--- src/rtl/rstsrcctrl.sv ---
// rtl/rstsrcctrl.sv - reset sequencer merging POR, filtered pin and software/watchdog causes into resetff
// Watchdog cause and WDTRF flag exist only when RSTCTRL_WDT_EN is defined.
module rstsrcctrl #(
  parameter int         RST_FILT    = 4,
  parameter int         RST_STRETCH = 16,
  parameter logic [6:0] RSTSRC_ID   = 7'h4F
) (
  input  logic       clkcpu,
  input  logic       reset,
  input  logic       rstn_pin,
  input  logic       srstreq,
  input  logic       wdtreq,
  input  logic [6:0] sfraddr,
  input  logic [7:0] sfrdatai,
  input  logic       sfrwe,
  output logic       resetff,
  output logic [7:0] sfrdatao
);

  typedef enum logic {ST_RUN = 1'b0, ST_HOLD = 1'b1} state_t;

  localparam logic [3:0] LP_FILT   = 4'(RST_FILT);
  localparam logic [7:0] LP_RELOAD = 8'(RST_STRETCH - 1);

  logic [1:0] r_sync;
  logic [3:0] r_filt;
  logic       w_ext_act;
  state_t     r_state;
  state_t     w_state_nxt;
  logic [7:0] r_cnt;
  logic [7:0] w_cnt_nxt;
  logic       r_resetff;
  logic [2:0] r_flags;        // {SWRF, EXTRF, PORF}
  logic [2:0] w_flags_nxt;
  logic       w_wdt;
  logic       w_any_cause;
  logic       w_sfr_hit;
  logic       w_w1c;
  logic [3:0] w_rstsrc;

  // Pin assertion must persist RST_FILT synchronized samples; release is immediate.
  always_ff @(posedge clkcpu) begin
    if (reset) begin
      r_sync <= 2'b00;
      r_filt <= 4'd0;
    end else begin
      r_sync <= {r_sync[0], ~rstn_pin};
      if (!r_sync[1]) begin
        r_filt <= 4'd0;
      end else if (r_filt != LP_FILT) begin
        r_filt <= r_filt + 4'd1;
      end
    end
  end

  assign w_ext_act   = (r_filt == LP_FILT);
  assign w_sfr_hit   = (sfraddr == RSTSRC_ID);
  assign w_w1c       = sfrwe && w_sfr_hit && (r_state == ST_RUN);
  assign w_any_cause = w_wdt | srstreq | w_ext_act;

`ifdef RSTCTRL_WDT_EN
  logic       r_wdtrf;
  logic [3:0] w_unused;

  assign w_wdt    = wdtreq;
  assign w_unused = sfrdatai[7:4];
  assign w_rstsrc = {r_wdtrf, r_flags};

  always_ff @(posedge clkcpu) begin
    if (reset) begin
      r_wdtrf <= 1'b0;
    end else if (w_wdt) begin
      r_wdtrf <= 1'b1;
    end else if ((r_state == ST_RUN) && w_any_cause) begin
      r_wdtrf <= 1'b0;
    end else if (w_w1c && sfrdatai[3]) begin
      r_wdtrf <= 1'b0;
    end
  end
`else
  logic [5:0] w_unused;

  assign w_wdt    = 1'b0;
  assign w_unused = {wdtreq, sfrdatai[7:3]};
  assign w_rstsrc = {1'b0, r_flags};
`endif

  always_comb begin
    w_state_nxt = r_state;
    w_cnt_nxt   = r_cnt;
    w_flags_nxt = r_flags;
    case (r_state)
      ST_RUN: begin
        if (w_any_cause) begin
          w_state_nxt = ST_HOLD;
          w_cnt_nxt   = LP_RELOAD;
          w_flags_nxt = {srstreq, w_ext_act, 1'b0};
        end else if (w_w1c) begin
          w_flags_nxt = r_flags & ~sfrdatai[2:0];
        end
      end
      ST_HOLD: begin
        w_flags_nxt = r_flags | {srstreq, w_ext_act, 1'b0};
        if (w_any_cause) begin
          w_cnt_nxt = LP_RELOAD;
        end else if (r_cnt == 8'd0) begin
          w_state_nxt = ST_RUN;
        end else begin
          w_cnt_nxt = r_cnt - 8'd1;
        end
      end
      default: begin
        w_state_nxt = ST_HOLD;
        w_cnt_nxt   = LP_RELOAD;
      end
    endcase
  end

  always_ff @(posedge clkcpu) begin
    if (reset) begin
      r_state   <= ST_HOLD;
      r_cnt     <= LP_RELOAD;
      r_flags   <= 3'b001;
      r_resetff <= 1'b1;
    end else begin
      r_state   <= w_state_nxt;
      r_cnt     <= w_cnt_nxt;
      r_flags   <= w_flags_nxt;
      r_resetff <= (w_state_nxt == ST_HOLD);
    end
  end

  assign resetff  = r_resetff;
  assign sfrdatao = w_sfr_hit ? {4'h0, w_rstsrc} : 8'h00;

endmodule

--- config.mk ---
export PLATFORM = sky130hd
export DESIGN_NAME = rstsrcctrl
export DESIGN_NICKNAME = d
export VERILOG_FILES = /design/src/rtl/rstsrcctrl.sv
export SDC_FILE = /design/constraint.sdc
export NUM_CORES = 1
export LEC_CHECK = 0
export ABC_AREA = 1
export ABC_CLOCK_PERIOD_IN_PS = 3900
export CELL_PAD_IN_SITES_DETAIL_PLACEMENT = 0
export CELL_PAD_IN_SITES_GLOBAL_PLACEMENT = 1
export CORE_MARGIN = 5
export CORE_UTILIZATION = 32
export DETAILED_ROUTE_END_ITERATION = 7
export DONT_BUFFER_PORTS = 1
export PLACE_DENSITY_LB_ADDON = 0.1
export SKIP_LAST_GASP = 1
export SYNTH_ARGS = -nofsm -noshare
export SYNTH_HDL_FRONTEND = slang
export SYNTH_SLANG_ARGS = --single-unit
--- constraint.sdc ---
create_clock -name clkcpu -period 3.9 [get_ports clkcpu]
set_clock_uncertainty 0.15 [all_clocks]
set_input_delay 0.195 -clock clkcpu [delete_from_list [all_inputs] [get_ports clkcpu]]
set_output_delay 0.195 -clock clkcpu [all_outputs]
set_load 0.005 [all_outputs]
Word level (Yosys, flattened, before mapping)
Index checks and enable logic that the tools add are counted.
- bits of input ports: 21
- register bits after elaboration: 18
- logic and storage cells: 37
- muxes and demuxes: 12
- reduce and logical (&&, ||, !) cells: 5
- eq/ne operators: 6
- add/sub/neg operators: 2
- bitwise gates (word level): 7
- operators by type and width (cell ; count):
    8-bit two-way mux ; 3
    8-bit case mux with 2 select lines ; 1
    3-bit two-way mux ; 3
    8-bit zero test ; 1
    8-bit by 1-bit subtractor with 8-bit output, second input constant ; 1
    7-bit == test, second input constant ; 1
    3-bit != test, second input constant ; 2
    3-bit case mux with 2 select lines ; 1
    4-bit by 1-bit adder with 4-bit output, second input constant ; 1
    4-bit by 3-bit == test with 1-bit output, second input constant ; 1
    4-bit by 3-bit != test with 1-bit output, second input constant ; 1
    3-bit bitwise AND ; 1
    1-bit two-way mux ; 3
    1-bit inverter ; 3
    3-bit inverter ; 1
    3-bit OR ; 1
    1-bit logical AND ; 2
    2-bit != test, second input constant ; 1
    1-bit case mux with 2 select lines ; 1
    2-bit AND reduction ; 1
    2-bit OR reduction ; 1
    1-bit OR ; 1

Logic depth before layout (Yosys ltp)
- word-level depth: 6
- gate-level depth with buffers: 11
- mapped depth without buffers: 11

Least setup slack after synthesis
OpenSTA, ideal clock, no wires.
- path type: register -> register
- start: reg r_filt[0]
- end: reg r_cnt[2]
- period minus slack after synthesis: 1.516 ns
- setup time: 0.114 ns
- path buffers: 0
- path slack: 2.384 ns
- data arrival time: 1.252 ns
- stages on the path, launching flop included: 10
- data required time: 3.636 ns
- cells stage by stage: dfxtp_1 -> inv_1 -> ha_1 -> nand2_2 -> nor2_4 -> nor2_8 -> nand2_8 -> inv_6 -> o21ai_1 -> a21o_1
- word-level cells in the longest chain between the ends: 4
- elaborated cells between the ends (all ways): 7
- those cells by class: 3 x eq/ne; 2 x mux; 1 x bitwise; 1 x reduce/logical
- ends and longest elaborated chain (what ; RTL line ; RTL):
    start, declared ; 26 ; logic [3:0] r_filt;
    start signal, assigned ; 51 ; r_filt <= r_filt + 4'd1;
    4-bit by 3-bit == test with 1-bit output (*) ; 56 ; assign w_ext_act = (r_filt == LP_FILT);
    1-bit OR (*) ; 59 ; assign w_any_cause = w_wdt | srstreq | w_ext_act;
    8-bit two-way mux (tied with other cells) ; 104 ; if (w_any_cause) begin
    8-bit case mux with 2 select lines or 2-bit AND reduction (tied branches) ; -- ;
    end signal, assigned ; 127 ; r_cnt <= w_cnt_nxt;
    end, declared ; 30 ; logic [7:0] r_cnt;
Mark *: on every way between the ends. The rest lies on a longest branch, timed or not.
A chain may end at the register's enable or synchronous reset.

Worst setup path in the final report
Same ends and word-level chain as after synthesis.

==> run_results.csv <==
group,metric,value,unit
global_route,track_usage,0.1031,
setup_path,path_buf_inv,2,
yosys,yosys_warnings,0,
layout,stdcell_count,207,
yosys,seq_area_frac_synth,0.3353,
setup_path,endpoint_kind,"flip-flop",
layout,antennaDiodeCount,0,
setup_path,crit_family,"simple AND/OR/NAND/NOR gates",
sta,fin_ws,2.264,ns
global_route,antenna_found_initial,0,
sta,min_period,1.636,ns
place,gp_congestion,0.7790,
die,die_x,67.96,µm
sta,maxSlewViolCount,0,
sta,fin_crit_sh,0.4194,
clock_tree,clock_latency,0.30,ns
sta,finalSetupViolations,0,
job,cap_violations,0,
drt,vias,885,
layout,regArea,360.3,µm²
layout,utilization,0.3642,
clock_tree,clk_pin_slew_worst_paths,0.12,ns
hold_path,hold_class,"in2reg",
sta,fmax,611.4,MHz
yosys,ys_types,27,
place,dp.final_hpwl,1.638,mm
setup_path,critPathKind,"reg2reg",
sta,finalSetupTns,0,ns
clock_tree,cts_sinks,18,
die,die_h,67.96,µm
yosys,syn_area_per_cell,7.025,µm²
clock_tree,ctsResizeCount,0,
clock_tree,cts_setup_buffers,0,
drt,drtIter0Drc,29,
die,coreArea,3284,µm²
clock_tree,ctsHoldBuffers,5,
layout,nNetsFinal,187,
layout,mostFrequentLayoutCells,"nand2_1, inv_1, nor2_1, dfxtp_1, nand3_1",
global_route,gr-total-overflow,0,
drt,drtPass1Iterations,4,
setup_path,path_max_fanout,6,
place,pre_cts_ws,2.261,ns
sta,finalHoldViolCount,0,
die,pin_count,30,
place,numPortBuffers,0,
run_status,status,"finished, final reports clean",
die,std_cell_rows,21,
yosys,synth-seq-cells,18,
clock_tree,cts_tree,"yes",
drt,wirelength,2.090,mm
drt,drcViolationCount,0,
place,dp.cells,198,
global_route,grt_pass1_wl,3.519,mm
die,start_util,0.3272,
sta,rsz0062_at_grt,"no",
yosys,syn_inst,153,
yosys,syn-cell-area,1075,µm²
layout,area_growth,11.29,%
drt,avgViaCountPerCell,4.275,
power_and_ir_drop,power_leakage,0.5541,nW
layout,multi_input_area,586.8,µm²
layout,final_common_cell,"nand2_1",
layout,layout-drive-gt1-share,0.1118,
power_and_ir_drop,power_density,279.6,nW/µm²
global_route,grt_max_degree,11,
drt,ant_nets,0,
setup_path,crit_chain,"inv_1 -> ha_1 -> nand2_2 -> nor2_4 -> nor2_8 -> nand2_8 -> inv_6 -> o21ai_1 -> a21o_1",
clock_tree,clockBufferDepth,2,
power_and_ir_drop,ir_worst_vdd,0.1143,mV
setup_path,crit_path_start_kind,"flip-flop",
setup_path,crit_slowest_cell,"dfxtp_1",
layout,n_fill_cell,365,
clock_tree,cts_root_buf,"clkbuf_4",
global_route,grt_pass1_vias,781,
die,dieArea,4618,µm²
setup_path,max_stage_delay,0.39,ns
setup_path,required,3.95,ns
setup_path,critPathArrivalTime,1.69,ns
drt,wl_per_cell,10.10,µm
clock_tree,htreeDepth,1,
clock_tree,cts_made_buffers,3,
## where the power goes
part           internal [mW]  total, mW  switching, mW
combinational         0.0106     0.0261         0.0154
clock                 0.0569      0.120         0.0633
sequential             0.187      0.188        0.00134
## kinds of logic after synthesis
group	count (synthesis)	synth area share
buffers and inverters	31	0.1327
adders and majority gates	4	0.04657
xor gates and xnor gates	1	0.008150
other	1	0.003489
DFF	18	0.3353
AOI/OAI and AO/OA	21	0.1141
and+or+nand+nor	77	0.3597
## metrics by stage
step	power [mW]	hold slack, ns	instance area (µm²)
after global placement	0.2141	0.1131	1110
final	0.3345	0.02127	1196
after global routing	0.3545	0.01719	1196
after CTS	0.3443	0.006916	1196
after detailed placement	0.2143	0.1159	1110
after floorplan	0.2145	0.1117	1090
## Yosys cell counts, drive strengths merged
cell type  count  share of area
a211oi         2          0.014
a21o           1         0.0070
a21oi          6          0.031
buf            5          0.035
conb           1         0.0035
dfxtp         18           0.34
ha             4          0.047
inv           26          0.098
nand2         41           0.19
nand3         12          0.061
nor2          23           0.10
nor3           1         0.0047
o21ai         11          0.055
o31ai          1         0.0070
xnor2          1         0.0082
## worst paths after layout
kind                                             start                      end  slack [ns]  cells after the start
worst min-delay path                             reset  r_flags[0]$_SDFFE_PP1P_        0.02                      2
worst max register to register  r_filt[0]$_SDFFE_PP0N_    r_cnt[2]$_SDFFE_PP1P_        2.26                      9
worst min register to register    r_sync[0]$_SDFF_PP0_     r_sync[1]$_SDFF_PP0_        0.26                      2
worst max-delay path            r_filt[0]$_SDFFE_PP0N_    r_cnt[2]$_SDFFE_PP1P_        2.26                      9
## routing by layer
metal | routed length [µm] | track usage | vias up
met2 | 930 | 0.1504 | 19
met5 | 0 | 0 | -
met1 | 1015 | 0.1393 | 380
met4 | 49 | 0.05955 | 0
li1 | - | - | 481
met3 | 94 | 0.02135 | 5
## registers in the layout (all words and copies together), names as in the netlist
name and count:
r_filt 4, r_sync 2, r_flags 3, r_cnt 8, resetff 1
## worst reg2reg max path: cells and delay by family (launching register included)
kind                     cells  cell delay [ns]
AND/OR/NAND/NOR              4             0.41
flip-flops                   1             0.39
adder cells (fa/ha/maj)      1             0.22
AO/OA/AOI/OAI                2             0.22
buffers and inverters        2             0.17
## final cells by class
class / instances / area share
inverters: 26 / 0.08787
flip-flops and latches: 18 / 0.3013
well taps: 46 / 0.04812
repair buffers: 5 / 0.04184
multi-input cells: 108 / 0.4906
clock buffers: 4 / 0.03033
Power figures use the tool's default switching activity.
